===== config.mk =====
export PLATFORM = sky130hd
export DESIGN_NAME = hazard_ctrl
export DESIGN_NICKNAME = d
export VERILOG_FILES = /design/src/rtl/hazard_pkg.sv /design/src/rtl/hazard_scoreboard.sv /design/src/rtl/hazard_ctrl.sv
export SDC_FILE = /design/constraint.sdc
export NUM_CORES = 1
export LEC_CHECK = 0
export ABC_AREA = 0
export CORE_MARGIN = 4
export CORE_UTILIZATION = 40
export CTS_CLUSTER_DIAMETER = 30
export DETAILED_ROUTE_END_ITERATION = 8
export HOLD_SLACK_MARGIN = 0.03
export PLACE_DENSITY_LB_ADDON = 0.2
export SYNTH_ARGS = -nofsm -noshare
export SYNTH_HDL_FRONTEND = slang
export SYNTH_HIERARCHICAL = 1
export SYNTH_SLANG_ARGS = --single-unit

===== constraint.sdc =====
create_clock -name clk -period 3.55 [get_ports clk]
set_input_delay 0.355 -clock clk [delete_from_list [all_inputs] [get_ports clk]]
set_output_delay 0.355 -clock clk [all_outputs]
set_load 0.02 [all_outputs]

===== src/rtl/hazard_pkg.sv =====
// -----------------------------------------------------------------------------
// hazard_pkg
// Shared definitions for the pipeline hazard controller:
//   - one-hot masks for the four pipeline registers (bit3 IF/ID .. bit0 MEM/WB)
//   - fetch-drop FSM state type
//   - src_hit helper: a source conflicts only when it is actually read,
//     is not x0, and the supplied match condition holds
// -----------------------------------------------------------------------------
package hazard_pkg;

    localparam logic [3:0] PIPE_IF_ID  = 4'b1000;
    localparam logic [3:0] PIPE_ID_EX  = 4'b0100;
    localparam logic [3:0] PIPE_EX_MEM = 4'b0010;
    localparam logic [3:0] PIPE_MEM_WB = 4'b0001;
    localparam logic [3:0] PIPE_NONE   = 4'b0000;

    typedef enum logic [0:0] {
        RUN  = 1'b0,
        DROP = 1'b1
    } fetch_state_t;

    // x0 is hard-wired zero, so it can never be the subject of a hazard
    function automatic logic src_hit(input logic use_src,
                                     input logic rs_nonzero,
                                     input logic cond);
        return use_src & rs_nonzero & cond;
    endfunction

endpackage


===== src/rtl/hazard_scoreboard.sv =====
// -----------------------------------------------------------------------------
// hazard_scoreboard
// Tracks destinations of in-flight long (mul/div) ops and how many are
// outstanding, and answers whether either ID source depends on one.
// Ports:
//   i_clk, i_rst              clock, synchronous active-high reset
//   i_mem_wait                pipe frozen: no new long op is recorded
//   i_ex_long, i_ex_rd        long op issuing from EX and its destination
//   i_id_rs1/2, i_id_use_rs1/2 ID sources and whether they are read
//   i_long_done, i_long_rd    long op writing back and its destination
//   o_sb_hz                   an ID source waits on a long op
//   o_outstanding             number of long ops in flight
// -----------------------------------------------------------------------------
module hazard_scoreboard
    import hazard_pkg::*;
#(
    parameter int REG_W    = 5,
    parameter int MAX_LONG = 2,
    localparam int NREG    = 2 ** REG_W,
    localparam int CW      = $clog2(MAX_LONG + 1)
) (
    input  logic             i_clk,
    input  logic             i_rst,
    input  logic             i_mem_wait,
    input  logic             i_ex_long,
    input  logic [REG_W-1:0] i_ex_rd,
    input  logic [REG_W-1:0] i_id_rs1,
    input  logic [REG_W-1:0] i_id_rs2,
    input  logic             i_id_use_rs1,
    input  logic             i_id_use_rs2,
    input  logic             i_long_done,
    input  logic [REG_W-1:0] i_long_rd,
    output logic             o_sb_hz,
    output logic [CW-1:0]    o_outstanding
);

    localparam logic [CW-1:0] MAX_C = CW'(MAX_LONG);

    logic [NREG-1:0] r_busy;
    logic [NREG-1:0] w_busy_next;
    logic [NREG-1:0] w_busy_eff;
    logic [CW-1:0]   r_outstanding;
    logic [CW-1:0]   w_out_next;
    logic            w_set;
    logic            w_clr;

    // Set/clear qualifiers: issue is frozen by mem_wait, completion is not;
    // a completion with nothing outstanding is spurious and ignored.
    always_comb begin
        w_set = (~i_mem_wait) & i_ex_long & (i_ex_rd != {REG_W{1'b0}});
        w_clr = i_long_done & (r_outstanding != {CW{1'b0}});
    end

    // Next busy vector: clear first, then set, so a same-register set wins
    always_comb begin
        w_busy_next = r_busy;
        if (w_clr) begin
            w_busy_next[i_long_rd] = 1'b0;
        end else begin
            w_busy_next = r_busy;
        end
        if (w_set) begin
            w_busy_next[i_ex_rd] = 1'b1;
        end else begin
            w_busy_next[0] = w_busy_next[0];
        end
    end

    // Next outstanding count: simultaneous set and clear cancel out
    always_comb begin
        w_out_next = r_outstanding;
        case ({w_set, w_clr})
            2'b10: begin
                if (r_outstanding != MAX_C) begin
                    w_out_next = r_outstanding + CW'(1);
                end else begin
                    w_out_next = r_outstanding;
                end
            end
            2'b01:   w_out_next = r_outstanding - CW'(1);
            default: w_out_next = r_outstanding;
        endcase
    end

    // Scoreboard state registers
    always_ff @(posedge i_clk) begin
        if (i_rst) begin
            r_busy        <= {NREG{1'b0}};
            r_outstanding <= {CW{1'b0}};
        end else begin
            r_busy        <= w_busy_next;
            r_outstanding <= w_out_next;
        end
    end

    // Source lookups; while in reset the state is treated as already cleared.
    // A long op issuing this cycle is caught via ex_rd before busy is set.
    always_comb begin
        w_busy_eff    = i_rst ? {NREG{1'b0}} : r_busy;
        o_outstanding = i_rst ? {CW{1'b0}} : r_outstanding;
        o_sb_hz =
            src_hit(i_id_use_rs1, i_id_rs1 != {REG_W{1'b0}},
                    w_busy_eff[i_id_rs1] | (i_ex_long & (i_id_rs1 == i_ex_rd))) |
            src_hit(i_id_use_rs2, i_id_rs2 != {REG_W{1'b0}},
                    w_busy_eff[i_id_rs2] | (i_ex_long & (i_id_rs2 == i_ex_rd)));
    end

endmodule


===== src/rtl/hazard_ctrl.sv =====
// -----------------------------------------------------------------------------
// hazard_ctrl
// Pipeline hazard controller for the 5-stage core. Combines load-use,
// long-op scoreboard and long-op capacity hazards with the data-memory
// freeze and jump flush, squashes a fetch response that was in flight
// when a jump resolved, and counts PC-stall cycles (saturating).
// Ports:
//   clk, rst                    clock, synchronous active-high reset
//   if_wait, if_valid           fetch outstanding / fetch response present
//   mem_wait                    data memory busy, whole pipe holds
//   ex_jump, ex_load, ex_long   EX instruction class, ex_rd its destination
//   id_rs1/2, id_use_rs1/2      ID sources and whether they are read
//   id_long                     ID holds a long op
//   long_done, long_rd          long op write-back
//   pc_pause, pipe_pause[3:0], pipe_bubble[3:0]  pipeline controls
//   drop_fetch                  discard the current fetch response
//   stall_cnt                   saturating count of pc_pause cycles
// -----------------------------------------------------------------------------
module hazard_ctrl
    import hazard_pkg::*;
#(
    parameter int REG_W    = 5,
    parameter int MAX_LONG = 2,
    parameter int CNT_W    = 16
) (
    input  logic             clk,
    input  logic             rst,
    input  logic             if_wait,
    input  logic             if_valid,
    input  logic             mem_wait,
    input  logic             ex_jump,
    input  logic             ex_load,
    input  logic             ex_long,
    input  logic [REG_W-1:0] ex_rd,
    input  logic [REG_W-1:0] id_rs1,
    input  logic [REG_W-1:0] id_rs2,
    input  logic             id_use_rs1,
    input  logic             id_use_rs2,
    input  logic             id_long,
    input  logic             long_done,
    input  logic [REG_W-1:0] long_rd,
    output logic             pc_pause,
    output logic [3:0]       pipe_pause,
    output logic [3:0]       pipe_bubble,
    output logic             drop_fetch,
    output logic [CNT_W-1:0] stall_cnt
);

    localparam int CW = $clog2(MAX_LONG + 1);
    localparam logic [CW-1:0]    MAX_C   = CW'(MAX_LONG);
    localparam logic [CW-1:0]    MAX_M1  = CW'(MAX_LONG - 1);
    localparam logic [CNT_W-1:0] CNT_MAX = {CNT_W{1'b1}};

    logic [CW-1:0]    w_outstanding;
    logic             w_sb_hz;
    logic             w_load_hz;
    logic             w_full_hz;
    logic             w_any_hz;
    fetch_state_t     r_state;
    fetch_state_t     w_state_next;
    fetch_state_t     w_state_eff;
    logic [CNT_W-1:0] r_stall_cnt;

    hazard_scoreboard #(
        .REG_W    (REG_W),
        .MAX_LONG (MAX_LONG)
    ) u_scoreboard (
        .i_clk         (clk),
        .i_rst         (rst),
        .i_mem_wait    (mem_wait),
        .i_ex_long     (ex_long),
        .i_ex_rd       (ex_rd),
        .i_id_rs1      (id_rs1),
        .i_id_rs2      (id_rs2),
        .i_id_use_rs1  (id_use_rs1),
        .i_id_use_rs2  (id_use_rs2),
        .i_long_done   (long_done),
        .i_long_rd     (long_rd),
        .o_sb_hz       (w_sb_hz),
        .o_outstanding (w_outstanding)
    );

    // Hazard detection: load-use, and long-op capacity (the EX long op
    // issuing this cycle already occupies a slot)
    always_comb begin
        w_load_hz = ex_load & (
            src_hit(id_use_rs1, id_rs1 != {REG_W{1'b0}}, id_rs1 == ex_rd) |
            src_hit(id_use_rs2, id_rs2 != {REG_W{1'b0}}, id_rs2 == ex_rd));
        w_full_hz = id_long & ((w_outstanding == MAX_C) |
                               ((w_outstanding == MAX_M1) & ex_long));
        w_any_hz  = w_load_hz | w_sb_hz | w_full_hz;
    end

    // Fetch FSM state register
    always_ff @(posedge clk) begin
        if (rst) begin
            r_state <= RUN;
        end else begin
            r_state <= w_state_next;
        end
    end

    // Fetch FSM next state: a jump with a fetch still in flight means the
    // response that eventually arrives belongs to the wrong path
    always_comb begin
        w_state_next = r_state;
        case (r_state)
            RUN: begin
                if (ex_jump && if_wait && !if_valid && !mem_wait) begin
                    w_state_next = DROP;
                end else begin
                    w_state_next = RUN;
                end
            end
            DROP: begin
                if (if_valid) begin
                    w_state_next = RUN;
                end else begin
                    w_state_next = DROP;
                end
            end
            default: w_state_next = RUN;
        endcase
    end

    // Control outputs in priority order; in reset the FSM reads as RUN
    always_comb begin
        w_state_eff = rst ? RUN : r_state;
        pc_pause    = 1'b0;
        pipe_pause  = PIPE_NONE;
        pipe_bubble = PIPE_NONE;
        if (mem_wait) begin
            pc_pause   = 1'b1;
            pipe_pause = PIPE_IF_ID | PIPE_ID_EX | PIPE_EX_MEM | PIPE_MEM_WB;
        end else if (ex_jump) begin
            pipe_bubble = PIPE_IF_ID | PIPE_ID_EX;
        end else if (w_any_hz) begin
            pc_pause    = 1'b1;
            pipe_pause  = PIPE_IF_ID;
            pipe_bubble = PIPE_ID_EX;
        end else if (if_wait || (w_state_eff == DROP)) begin
            pipe_bubble = PIPE_IF_ID;
        end else begin
            pipe_bubble = PIPE_NONE;
        end
        drop_fetch = (w_state_eff == DROP) & if_valid;
        stall_cnt  = rst ? {CNT_W{1'b0}} : r_stall_cnt;
    end

    // Saturating stall-cycle counter
    always_ff @(posedge clk) begin
        if (rst) begin
            r_stall_cnt <= {CNT_W{1'b0}};
        end else if (pc_pause && (r_stall_cnt != CNT_MAX)) begin
            r_stall_cnt <= r_stall_cnt + {{(CNT_W-1){1'b0}}, 1'b1};
        end else begin
            r_stall_cnt <= r_stall_cnt;
        end
    end

endmodule


# After elaboration in Yosys (flattened, before gate mapping)
# Index checks and enable logic that the tools add are counted.
# word_totals
reg_bits	51
out_inout_bits	26
# classes
add_sub_neg	3
n_lt_le_gt_ge	6
n_eq_ne	9
muxes	30
n_bitwise	27
reduce_logical	15
# op_table
operator	count
two-way mux 32 bit	2
AND 32 bit	1
NOT 32 bit	1
bitwise OR 32 bit	1
two-way mux 31 bit	1
two-way mux 4 bit	7
less-than comparator 5 x 6 -> 1 bit, second input constant	4
adder 16 x 1 -> 16 bit, second input constant	1
two-way mux 16 bit	1
!= test 16 bit, second input constant	1
AND 1 bit	15
nonzero test 5 bit	3
two-way mux 1 bit	11
binary-select mux 1 bit (select 5 bit)	2
demux 1 bit (select 5 bit)	2
== test 5 bit	2
greater-or-equal comparator 5 x 1 -> 1 bit, second input constant	2
bitwise OR 1 bit	7
logical AND 1 bit	6
== test 2 x 1 -> 1 bit, second input constant	2
== test 2 bit, second input constant	2
two-way mux 2 bit	2
case mux 2 bit (2 select lines)	1
nonzero test 2 bit	2
other kinds (9)	11

# Longest topological paths before layout
# Gate-level depths: netlist of the first run.
# depth
ltp_word	12
depth_mapped	13

# Hierarchy
# The synthesis of the first run kept the hierarchy.
# modules_own_cells
mod	n_inst	cells_each	area_each_um2	seq_area_each_um2
hazard_scoreboard	1	265	2304.7	680.7
hazard_ctrl	1	149	1188.6	340.3

# Worst setup path after synthesis of the first run
# Ideal clock, no wire load.
# synth_path
path_kind	input to output
from	input port id_rs2[1]
to	output port pipe_bubble[3]
arrival_time_ns	2.529
path_slack_ns	0.666
cell_stages	10
path_buffers	1
path_cell_list	buf_6 mux4_2 and3_1 a41o_1 and4bb_1 o32ai_1 a21oi_1 and3_2 o21ai_0 a21oi_1
# synth_between
elab_chain_len	10
word_cells_on_any_way	17
# synth_lines
item	line_no	text
start: declaration	hazard_ctrl.sv:36	input logic [REG_W-1:0] id_rs2,
binary-select mux 1 bit (select 5 bit) / == test 5 bit (equally long branches)	hazard_scoreboard.sv:105	w_busy_eff[i_id_rs2] | (i_ex_long & (i_id_rs2 == i_ex_rd)));
two-way mux 1 bit (implied by the code) / AND 1 bit (equally long branches)	hazard_scoreboard.sv:105	
bitwise OR 1 bit	hazard_scoreboard.sv:105	
AND 1 bit (*)	hazard_pkg.sv:26	return use_src & rs_nonzero & cond;
bitwise OR 1 bit (*)	hazard_scoreboard.sv:103	w_busy_eff[i_id_rs1] | (i_ex_long & (i_id_rs1 == i_ex_rd))) |
named net w_sb_hz	hazard_ctrl.sv:55	logic w_sb_hz;
bitwise OR 1 bit (*) (2 in a row)	hazard_ctrl.sv:91	w_any_hz = w_load_hz | w_sb_hz | w_full_hz;
two-way mux 4 bit (*)	hazard_ctrl.sv:137	end else if (w_any_hz) begin
two-way mux 4 bit (*)	hazard_ctrl.sv:135	end else if (ex_jump) begin
two-way mux 4 bit (*)	hazard_ctrl.sv:132	if (mem_wait) begin
end: declaration	hazard_ctrl.sv:44	output logic [3:0] pipe_bubble,
# Mark *: on every way through the listed nets, which the timed path passes. The rest lies on a longest branch. The select of a mux whose other input is x is not followed.

# Worst setup path in the final report of the first run
# layout_path
from	input port id_rs1[0]
to	output port pipe_bubble[2]
# layout_between
elab_chain_len	10
word_cells_on_any_way	17
# layout_lines
item	line_no	text
start: declaration	hazard_ctrl.sv:35	input logic [REG_W-1:0] id_rs1,
binary-select mux 1 bit (select 5 bit) / == test 5 bit (equally long branches)	hazard_scoreboard.sv:103	
two-way mux 1 bit (implied by the code) / AND 1 bit (equally long branches)	hazard_scoreboard.sv:103	
bitwise OR 1 bit	hazard_scoreboard.sv:103	
AND 1 bit (*)	hazard_pkg.sv:26	
bitwise OR 1 bit (*)	hazard_scoreboard.sv:103	
named net w_sb_hz	hazard_ctrl.sv:55	
bitwise OR 1 bit (*) (2 in a row)	hazard_ctrl.sv:91	
two-way mux 4 bit (*)	hazard_ctrl.sv:137	
two-way mux 4 bit (*)	hazard_ctrl.sv:135	
two-way mux 4 bit (*)	hazard_ctrl.sv:132	
# Marked as above.

==> impl_metrics.yaml, run 1 <==
status:
  status: "complete, no violations"
drt:
  num_vias: 3499
  wire_per_inst_um: 18.03
  drc: 0
  drt_iter0_drc: 219
  drtPass1Iterations: 5
  drt.antenna.violating_nets: 0
  viasPerCell: 5.901
  drt_wl_total_um: 10690
sta:
  finalSetupTns_ns: 0
  setup_ws_ns: 0.2273
  timing.slew.headroom_pct: 62.50
  max_clock_freq_mhz: 301.0
  rsz0062_at_grt: "no"
  maxSlewViolCount: 0
  period_share_pct: 93.60
  setup_violations: 0
  skew_ns: 0.01011
  worstMarginPinSlew_ns: 0.5548
  hold_ws_ns: 0.4775
  hold_violations: 0
  min_period_ns: 3.323
cells_and_area:
  utilization_pct: 52.96
  fin_area_um2: 4417
  syn_to_final_growth_pct: 26.43
  n_fill_cell: 783
  instances_no_fill: 593
  n_antenna_cell: 0
  seqCellArea_um2: 1021
  multiInputGateArea_um2: 2255
  nets: 520
  drive_gt1_share_pct: 16.19
synth:
  synth_edf_count: 0
  synthSimpleGateAreaFrac_pct: 25.04
  syn_area_per_cell_um2: 8.438
  synthXorXnorAreaFrac_pct: 5.265
  synth_ff_type: "dfxtp_1"
  synth_top_family_by_area: "simple AND/OR/NAND/NOR gates"
  ys_warn_count: 6
  async_flop_share_pct: 0
  synth_cell_types: 65
  synth.area.mux_share_pct: 12.50
  synthCells: 414
  yosysTopAreaCell: "dfxtp_1"
  synth_compound_area_share_pct: 21.17
  seq_area_frac_synth_pct: 29.23
  synth_top_area_share_pct: 29.23
  synthAdderAreaFrac_pct: 0.3582
  syn_area_um2: 3493
  synth_area_leaders: "dfxtp_1, o211ai_1, mux2i_1"
  yosys_register_bits: 51
placed_design:
  hpwl_um: 8204
  numPortBuffers: 55
  post-place-ws_ns: -0.2654
  place_area_um2: 4335
  dpl.cell_count: 585
  gp_congestion: 0.9084
power_and_ir_drop:
  ir_drop_mv: 0.1851
  total_leakage_power_nw: 1.634
  total_power_mw: 1.223
  pwr_density_cell_nw_per_um2: 276.9
worst_setup_path:
  crit_arrival_ns: 2.97
  setup.worst_path.end: "pipe_bubble[2]"
  reg2reg_depth: 12
  crit_fanout: 15
  worstPathRequired_ns: 3.19
  cpMostUsedCell: "a21oi_1"
  slowest_stage: "clkdlybuf4s50_1"
  critPathLaunch: "id_rs1[0]"
  path_class: "input port to output port"
  cp-end-kind: "output port"
  crit_path_start_kind: "input port"
  path_cells: "clkdlybuf4s50_1, buf_12, mux2_2, o21ai_0, a211oi_1, a221oi_1, o32ai_1, a21oi_1, and3_2, buf_4, a21oi_1, dlygate4sd2_1"
  rrSetupSlack_ns: 0.77
  worstReg2RegStart: "u_scoreboard/r_busy[27]"
  r2r_end: "r_stall_cnt[12]"
  cpPeakStageDelay_ns: 0.51
clock_tree:
  clk_pin_slew_ns: 0.10
  ctsRootBufferMaster: "clkbuf_8"
  clk_latency_ns: 0.30
  clk_path_buf_depth: 2
  htreeDepth: 2
  numCtsBuffers: 5
  clock-sinks: 51
  cts_tree: "built"
hold_path:
  min_path_cells: 1
  hold_path_class: "flip-flop to flip-flop"
die:
  core_area_um2: 8341
  die_h_um: 101.5
  initial_core_util_pct: 41.88
  rows: 33
  die-area_um2: 10290
  die_w_um: 101.5
  io_pins: 58
global_routing:
  grt_pass1_vias: 3311
  grt_pass1_wl_um: 16970
  grt_overflow: 0
  grt_use_total_pct: 20.94
  grt_max_degree: 35
  antenna_found_initial: 0
flow_run:
  cap_violations: 0
per-layer routing:
metal / wire [um] / GRT usage [%]
met1: 5051 / 29.75
met2: 4599 / 31.84
met3: 785 / 3.650
met4: 255 / 7.464
met5: 0 / 0
state kept, by name, summed over array words and instances (netlist names):
register                    cells
u_scoreboard/r_busy            32
r_state                         1
u_scoreboard/r_outstanding      2
r_stall_cnt                    16
worst min-delay path by stage:
stage                      startpoint                     end  slack, ns
2_1_floorplan                if_valid                 r_state       0.43
3_3_place_gp   u_scoreboard/r_busy[0]  u_scoreboard/r_busy[0]       0.47
3_5_place_dp   u_scoreboard/r_busy[0]  u_scoreboard/r_busy[0]       0.46
4_1_cts        u_scoreboard/r_busy[0]  u_scoreboard/r_busy[0]       0.48
5_1_grt        u_scoreboard/r_busy[0]  u_scoreboard/r_busy[0]       0.51
6_report       u_scoreboard/r_busy[0]  u_scoreboard/r_busy[0]       0.48
timing repair:
action                                  in CTS  in global routing
endpoints found under the setup margin       4                  4
hold buffers                                 0                  0
buffers inserted                             0                  0
gates cloned                                 0                  0
resized for setup                            4                  7
critical path, delay by kind of cell:
kind	cells	cell delay, ns
simple gates	1	0.20
compound gates	6	0.94
buf+inv	4	1.12
mux	1	0.33
report_power, final:
group	leakage, nW	internal (mW)	total, mW	switching, mW
clock network	0.0484	0.160	0.354	0.194
registers	0.412	0.579	0.589	0.00990
logic	1.17	0.132	0.280	0.148
area by class of cell:
cell class / instances / share of cell area [%]
inverters: 12 / 1.020
clock buffers: 7 / 1.955
multi-input cells: 321 / 51.05
flip-flops and latches: 51 / 23.12
repair buffers: 96 / 19.69
well taps: 105 / 2.975
clock inverters: 1 / 0.1983
layout by cell type (no fill, tap or decap), drive strengths merged, types with 3 or more instances in the layout:
cell,n
a21oi,8
a311oi,3
and3,6
buf,41
clkbuf,10
clkdlybuf4s50,50
dfxtp,51
inv,11
mux2,15
mux2i,20
mux4,3
nand2,22
nand2b,3
nand3,17
nand3b,13
nand4,7
nor2,27
nor2b,19
nor3,15
nor4,6
o211ai,30
o21ai,38
or3,5
or4,4
xnor2,5
xor2,16
cell usage after synthesis (all sizes together) (3+ instances only):
library cell  instances
a21oi                 8
a311oi                3
and3                  6
buf                  17
clkbuf               14
dfxtp                51
inv                  11
mux2                 15
mux2i                20
mux4                  3
nand2                22
nand2b                3
nand3                17
nand3b               13
nand4                 7
nor2                 27
nor2b                19
nor3                 15
nor4                  6
o211ai               30
o21ai                38
or3                   5
or4                   4
xnor2                 5
xor2                 16
kinds of logic after synthesis:
| group | count (synthesis) |
|---|---|
| simple gates | 155 |
| fa+ha+maj | 1 |
| other cells | 1 |
| xor+xnor | 21 |
| mux | 38 |
| flops | 51 |
| buf+inv | 43 |
| compound gates | 104 |
No activity file was read; power rests on OpenSTA's default activity.
==> run 2: changes to the inputs <==
--- a/config.mk
+++ b/config.mk
@@ -7,11 +7,12 @@
 export LEC_CHECK = 0
 export ABC_AREA = 0
 export CORE_MARGIN = 4
-export CORE_UTILIZATION = 40
+export CORE_UTILIZATION = 43
 export CTS_CLUSTER_DIAMETER = 30
 export DETAILED_ROUTE_END_ITERATION = 8
 export HOLD_SLACK_MARGIN = 0.03
 export PLACE_DENSITY_LB_ADDON = 0.2
+export REMOVE_ABC_BUFFERS = 1
 export SYNTH_ARGS = -nofsm -noshare
 export SYNTH_HDL_FRONTEND = slang
 export SYNTH_HIERARCHICAL = 1
==> run 2 against run 1 <==
  * Largest power group unchanged
  * Largest cell class unchanged
  * Critical path depth unchanged
  * Final cell count down 0.17%
  * Highest routed layer unchanged
  * Combinational power up 1%
  * Global-route usage up 0.50 points
  * Sequential cell count unchanged
==> impl_metrics.yaml, run 2 (synthesis results as in run 1) <==
placed_design:
  gp_congestion: 0.9358
  hpwl_um: 8013
  place_area_um2: 4359
  post-place-ws_ns: -0.2806
  numPortBuffers: 55
flow_run:
  cap_violations: 0
power_and_ir_drop:
  ir_drop_mv: 0.1366
  pwr_density_cell_nw_per_um2: 280.4
  total_leakage_power_nw: 1.639
worst_setup_path:
  r2r_end: "r_stall_cnt[13]"
  reg2reg_depth: 12
  worstPathRequired_ns: 3.19
  crit_fanout: 6
  rrSetupSlack_ns: 0.77
  slowest_stage: "mux4_2"
  cpPeakStageDelay_ns: 0.49
  setup.worst_path.end: "pipe_bubble[3]"
  path_class: "input port to output port"
  path_cells: "clkdlybuf4s50_1, buf_4, mux4_2, and3_1, a41o_1, and4bb_1, o32ai_1, a21oi_1, and3_2, o21ai_0, a21oi_1, clkbuf_2"
  crit_arrival_ns: 3.04
  cpMostUsedCell: "a21oi_1"
  crit_path_start_kind: "input port"
  critPathLaunch: "id_rs2[1]"
  worstReg2RegStart: "u_scoreboard/r_busy[23]"
  cp-end-kind: "output port"
global_routing:
  grt_pass1_vias: 3286
  grt_overflow: 0
  grt_max_degree: 33
  grt_pass1_wl_um: 16860
  grt_use_total_pct: 21.45
  antenna_found_initial: 0
sta:
  rsz0062_at_grt: "no"
  finalSetupTns_ns: 0
  maxSlewViolCount: 0
  min_period_ns: 3.394
  period_share_pct: 95.61
  skew_ns: 0.01229
  hold_violations: 0
  setup_violations: 0
  max_clock_freq_mhz: 294.6
  setup_ws_ns: 0.1560
clock_tree:
  clk_pin_slew_ns: 0.10
  ctsRootBufferMaster: "clkbuf_8"
  clock-sinks: 51
  numCtsBuffers: 5
  clk_path_buf_depth: 2
  clk_latency_ns: 0.32
  cts_tree: "built"
  htreeDepth: 2
  ctsHoldBuffers: 0
cells_and_area:
  fin_area_um2: 4434
  top_regs: "u_scoreboard/r_busy (32), r_stall_cnt (16), u_scoreboard/r_outstanding (2)"
  largest_register_ffs: 32
  regMostFlops: "u_scoreboard/r_busy"
  nets: 522
  mostFrequentLayoutCells: "clkdlybuf4s50_1, dfxtp_1, buf_4"
  n_antenna_cell: 0
  syn_to_final_growth_pct: 26.93
  utilization_pct: 56.79
  drive_gt1_share_pct: 17.14
drt:
  drt.antenna.violating_nets: 0
  num_vias: 3503
  drt_iter0_drc: 237
  wire_per_inst_um: 17.69
  drc: 0
  viasPerCell: 5.917
  drtPass1Iterations: 5
  drt_wl_total_um: 10480
die:
  die_w_um: 98.14
  die_h_um: 98.14
  core_area_um2: 7807
  rows: 32
  initial_core_util_pct: 44.74
  die-area_um2: 9630
  io_pins: 58
status:
  status: "complete, no violations"
hold_path:
  min_from: "u_scoreboard/r_busy[0]"
  hold_path_class: "flip-flop to flip-flop"
[run 2: area by class of cell]
cell class                      count  area [um2]
Fill cell                         776        3373
Timing Repair Buffer               98       890.9
Clock inverter                      3       22.52
Inverter                           12       45.04
Sequential cell                    51        1021
Clock buffer                        5       68.82
Multi-Input combinational cell    321        2258
Tap cell                          102       127.6
[run 2: worst max-delay path, delay by kind of cell]
kind | cells | cell delay, ns
mux | 1 | 0.49
buf+inv | 3 | 0.81
compound gates | 5 | 0.69
simple gates | 3 | 0.69
[run 2: worst min path at each step]
stage / depth (start not counted) / end
after floorplan: 1 / u_scoreboard/r_outstanding[0]
after global placement: 1 / u_scoreboard/r_busy[0]
after detailed placement: 1 / u_scoreboard/r_busy[0]
after CTS: 1 / u_scoreboard/r_busy[0]
after global routing: 1 / u_scoreboard/r_busy[0]
final: 1 / u_scoreboard/r_busy[0]
[run 2: repair_timing]
item,in CTS,in global routing
resized for setup,4,9
gates cloned,0,0
pin swaps,0,0
setup endpoints to repair,4,4
setup buffers,0,0
[run 2: routing by layer]
metal	vias to the layer above	GRT usage (%)	share of wire, %
met5	-	0	0
met4	0	5.987	1.6
met3	12	3.214	7.3
met2	140	36.91	49
met1	1658	27.98	42
li1	1693	-	-
[run 2: per-stage QoR]
step,power (mW),hold WS (ns),instances
2_1_floorplan,0.7105,0.4196,384
3_3_place_gp,0.8806,0.4760,584
3_5_place_dp,0.8855,0.4772,584
4_1_cts,1.249,0.4925,592
5_1_grt,1.300,0.4967,592
6_report,1.243,0.4901,592
[run 2: report_power, final]
part	switching (mW)	leakage (nW)	internal (mW)
logic	0.148	1.18	0.135
registers	0.00887	0.412	0.579
clock network	0.228	0.0489	0.144
==> run 3: changes to the inputs <==
==> constraint.sdc (replaced) <==
create_clock -name clk -period 3.74 [get_ports clk]
set_input_delay 0.374 -clock clk [delete_from_list [all_inputs] [get_ports clk]]
set_output_delay 0.374 -clock clk [all_outputs]
set_load 0.02 [all_outputs]
==> run 3 against run 2 <==
  * Via count fell by 0.63%
  * Worst hold slack worse by 0.0062 ns
  * Final cell count down 1.2%
  * Utilization decreased by 0.67 points
  * Sequential cell count is the same
==> impl_metrics.yaml, run 3 (synthesis results as in run 1) <==
worst_setup_path:
  path_class: "input port to output port"
  slowest_stage: "clkdlybuf4s50_1"
  crit_path_start_kind: "input port"
  crit_family: "buffers and inverters"
  reg2reg_depth: 11
  path_depth: 12
  cp-end-kind: "output port"
  crit_fanout: 10
  worstPathRequired_ns: 3.37
  path_cells: "clkdlybuf4s50_1, buf_12, buf_4, xor2_1, nor4_1, and3_1, and4bb_1, o32ai_1, a21oi_1, and3_2, o21ai_2, dlygate4sd2_1"
  cpPeakStageDelay_ns: 0.45
  path_buf_inv: 4
  crit_arrival_ns: 3.16
global_routing:
  grt_pass1_vias: 3410
  grt_max_degree: 33
  antenna_found_initial: 0
  grt_overflow: 0
  grt_pass1_wl_um: 17030
  grt_use_total_pct: 21.48
clock_tree:
  ctsRootBufferMaster: "clkbuf_8"
  clk_latency_ns: 0.32
  ctsHoldBuffers: 0
  cts_setup_buffers: 0
  clk_path_buf_depth: 2
  numCtsBuffers: 5
  clk_pin_slew_ns: 0.10
  clock-sinks: 51
  cts_tree: "built"
  htreeDepth: 2
placed_design:
  numPortBuffers: 55
  post-place-ws_ns: -0.1689
  gp_congestion: 0.9234
  hpwl_um: 7893
drt:
  drt_wl_total_um: 10230
  drt_iter0_drc: 212
  num_vias: 3481
  drt.antenna.violating_nets: 0
  viasPerCell: 5.950
  drtPass1Iterations: 5
  drc: 0
  wire_per_inst_um: 17.49
sta:
  rsz0062_at_grt: "no"
  hold_violations: 0
  setup_violations: 0
  skew_ns: 0.008580
  min_period_ns: 3.532
  maxSlewViolCount: 0
  max_clock_freq_mhz: 283.1
  period_share_pct: 94.45
  hold_ws_ns: 0.4839
  setup_ws_ns: 0.2075
die:
  die_w_um: 98.14
  die_h_um: 98.14
  initial_core_util_pct: 44.74
  rows: 32
  io_pins: 58
  core_area_um2: 7807
  die-area_um2: 9630
power_and_ir_drop:
  power_frac_comb_pct: 22.3
  p_sw_share_pct: 30.81
  p_sw_mw: 0.3610
  ir_drop_mv: 0.1386
  total_leakage_power_nw: 1.600
  internal_power_mw: 0.8108
  pwr_density_cell_nw_per_um2: 267.4
  p_seq_share_pct: 47.7
  clkPwrFrac_pct: 30.0
status:
  status: "complete, no violations"
hold_path:
  min_path_cells: 1
  hold_path_class: "flip-flop to flip-flop"
cells_and_area:
  drive_gt1_share_pct: 15.53
  largest_register_ffs: 32
  top_regs: "u_scoreboard/r_busy (32), r_stall_cnt (16), u_scoreboard/r_outstanding (2)"
  mostFrequentLayoutCells: "clkdlybuf4s50_1, dfxtp_1, o21ai_0"
  n_antenna_cell: 0
  seqCellArea_um2: 1021
  multiInputGateArea_um2: 2258
  utilization_pct: 56.12
  syn_to_final_growth_pct: 25.43
  n_fill_cell: 749
  nets: 515
  regMostFlops: "u_scoreboard/r_busy"
flow_run:
  cap_violations: 0
==> run 3: power groups by stage <==
stage                     clock network, mW  registers (mW)  logic (mW)
after floorplan                           0           0.568       0.106
after global placement                    0           0.570       0.258
after detailed placement                  0           0.571       0.260
after CTS                             0.364           0.558       0.259
after global routing                  0.392           0.560       0.282
final                                 0.352           0.558       0.262
==> run 3: path summary, 6_finish.rpt <==
kind | from | end | slack [ns]
setup / recovery | id_rs2[1] | pipe_pause[3] | 0.21
hold / removal | u_scoreboard/r_busy[0] | u_scoreboard/r_busy[0] | 0.48
setup reg to reg | u_scoreboard/r_busy[15] | r_stall_cnt[11] | 0.86
hold reg to reg | u_scoreboard/r_busy[0] | u_scoreboard/r_busy[0] | 0.48
==> run 3: timing repair <==
item / 4_1_cts / 5_1_grt
resized for setup: 4 / 5
endpoints found under the setup margin: 4 / 4
endpoints found under the hold margin: 0 / 0
==> run 3: area by class of cell <==
| class | instances | area share [%] |
|---|---|---|
| Clock buffer | 5 | 1.571 |
| Clock inverter | 3 | 0.6282 |
| Inverter | 12 | 1.028 |
| Multi-Input combinational cell | 321 | 51.54 |
| Sequential cell | 51 | 23.30 |
| Tap cell | 102 | 2.913 |
| Timing Repair Buffer | 91 | 19.02 |
==> run 3: per-layer routing <==
metal	track usage, %	up-vias	part of all wire, %
li1	-	1666	-
met1	28.53	1641	44
met2	35.13	144	47
met3	3.214	30	6.5
met4	8.403	0	2.7
met5	0	-	0
==> run 3: metrics by stage <==
stage / TNS [ns] / std cells / total power [mW] / area, um2
2_1_floorplan: 0 / 384 / 0.6744 / 3321
3_3_place_gp: -0.3060 / 577 / 0.8282 / 4294
3_5_place_dp: -0.5536 / 577 / 0.8310 / 4294
4_1_cts: 0 / 585 / 1.181 / 4385
5_1_grt: 0 / 585 / 1.234 / 4382
6_report: 0 / 585 / 1.172 / 4382
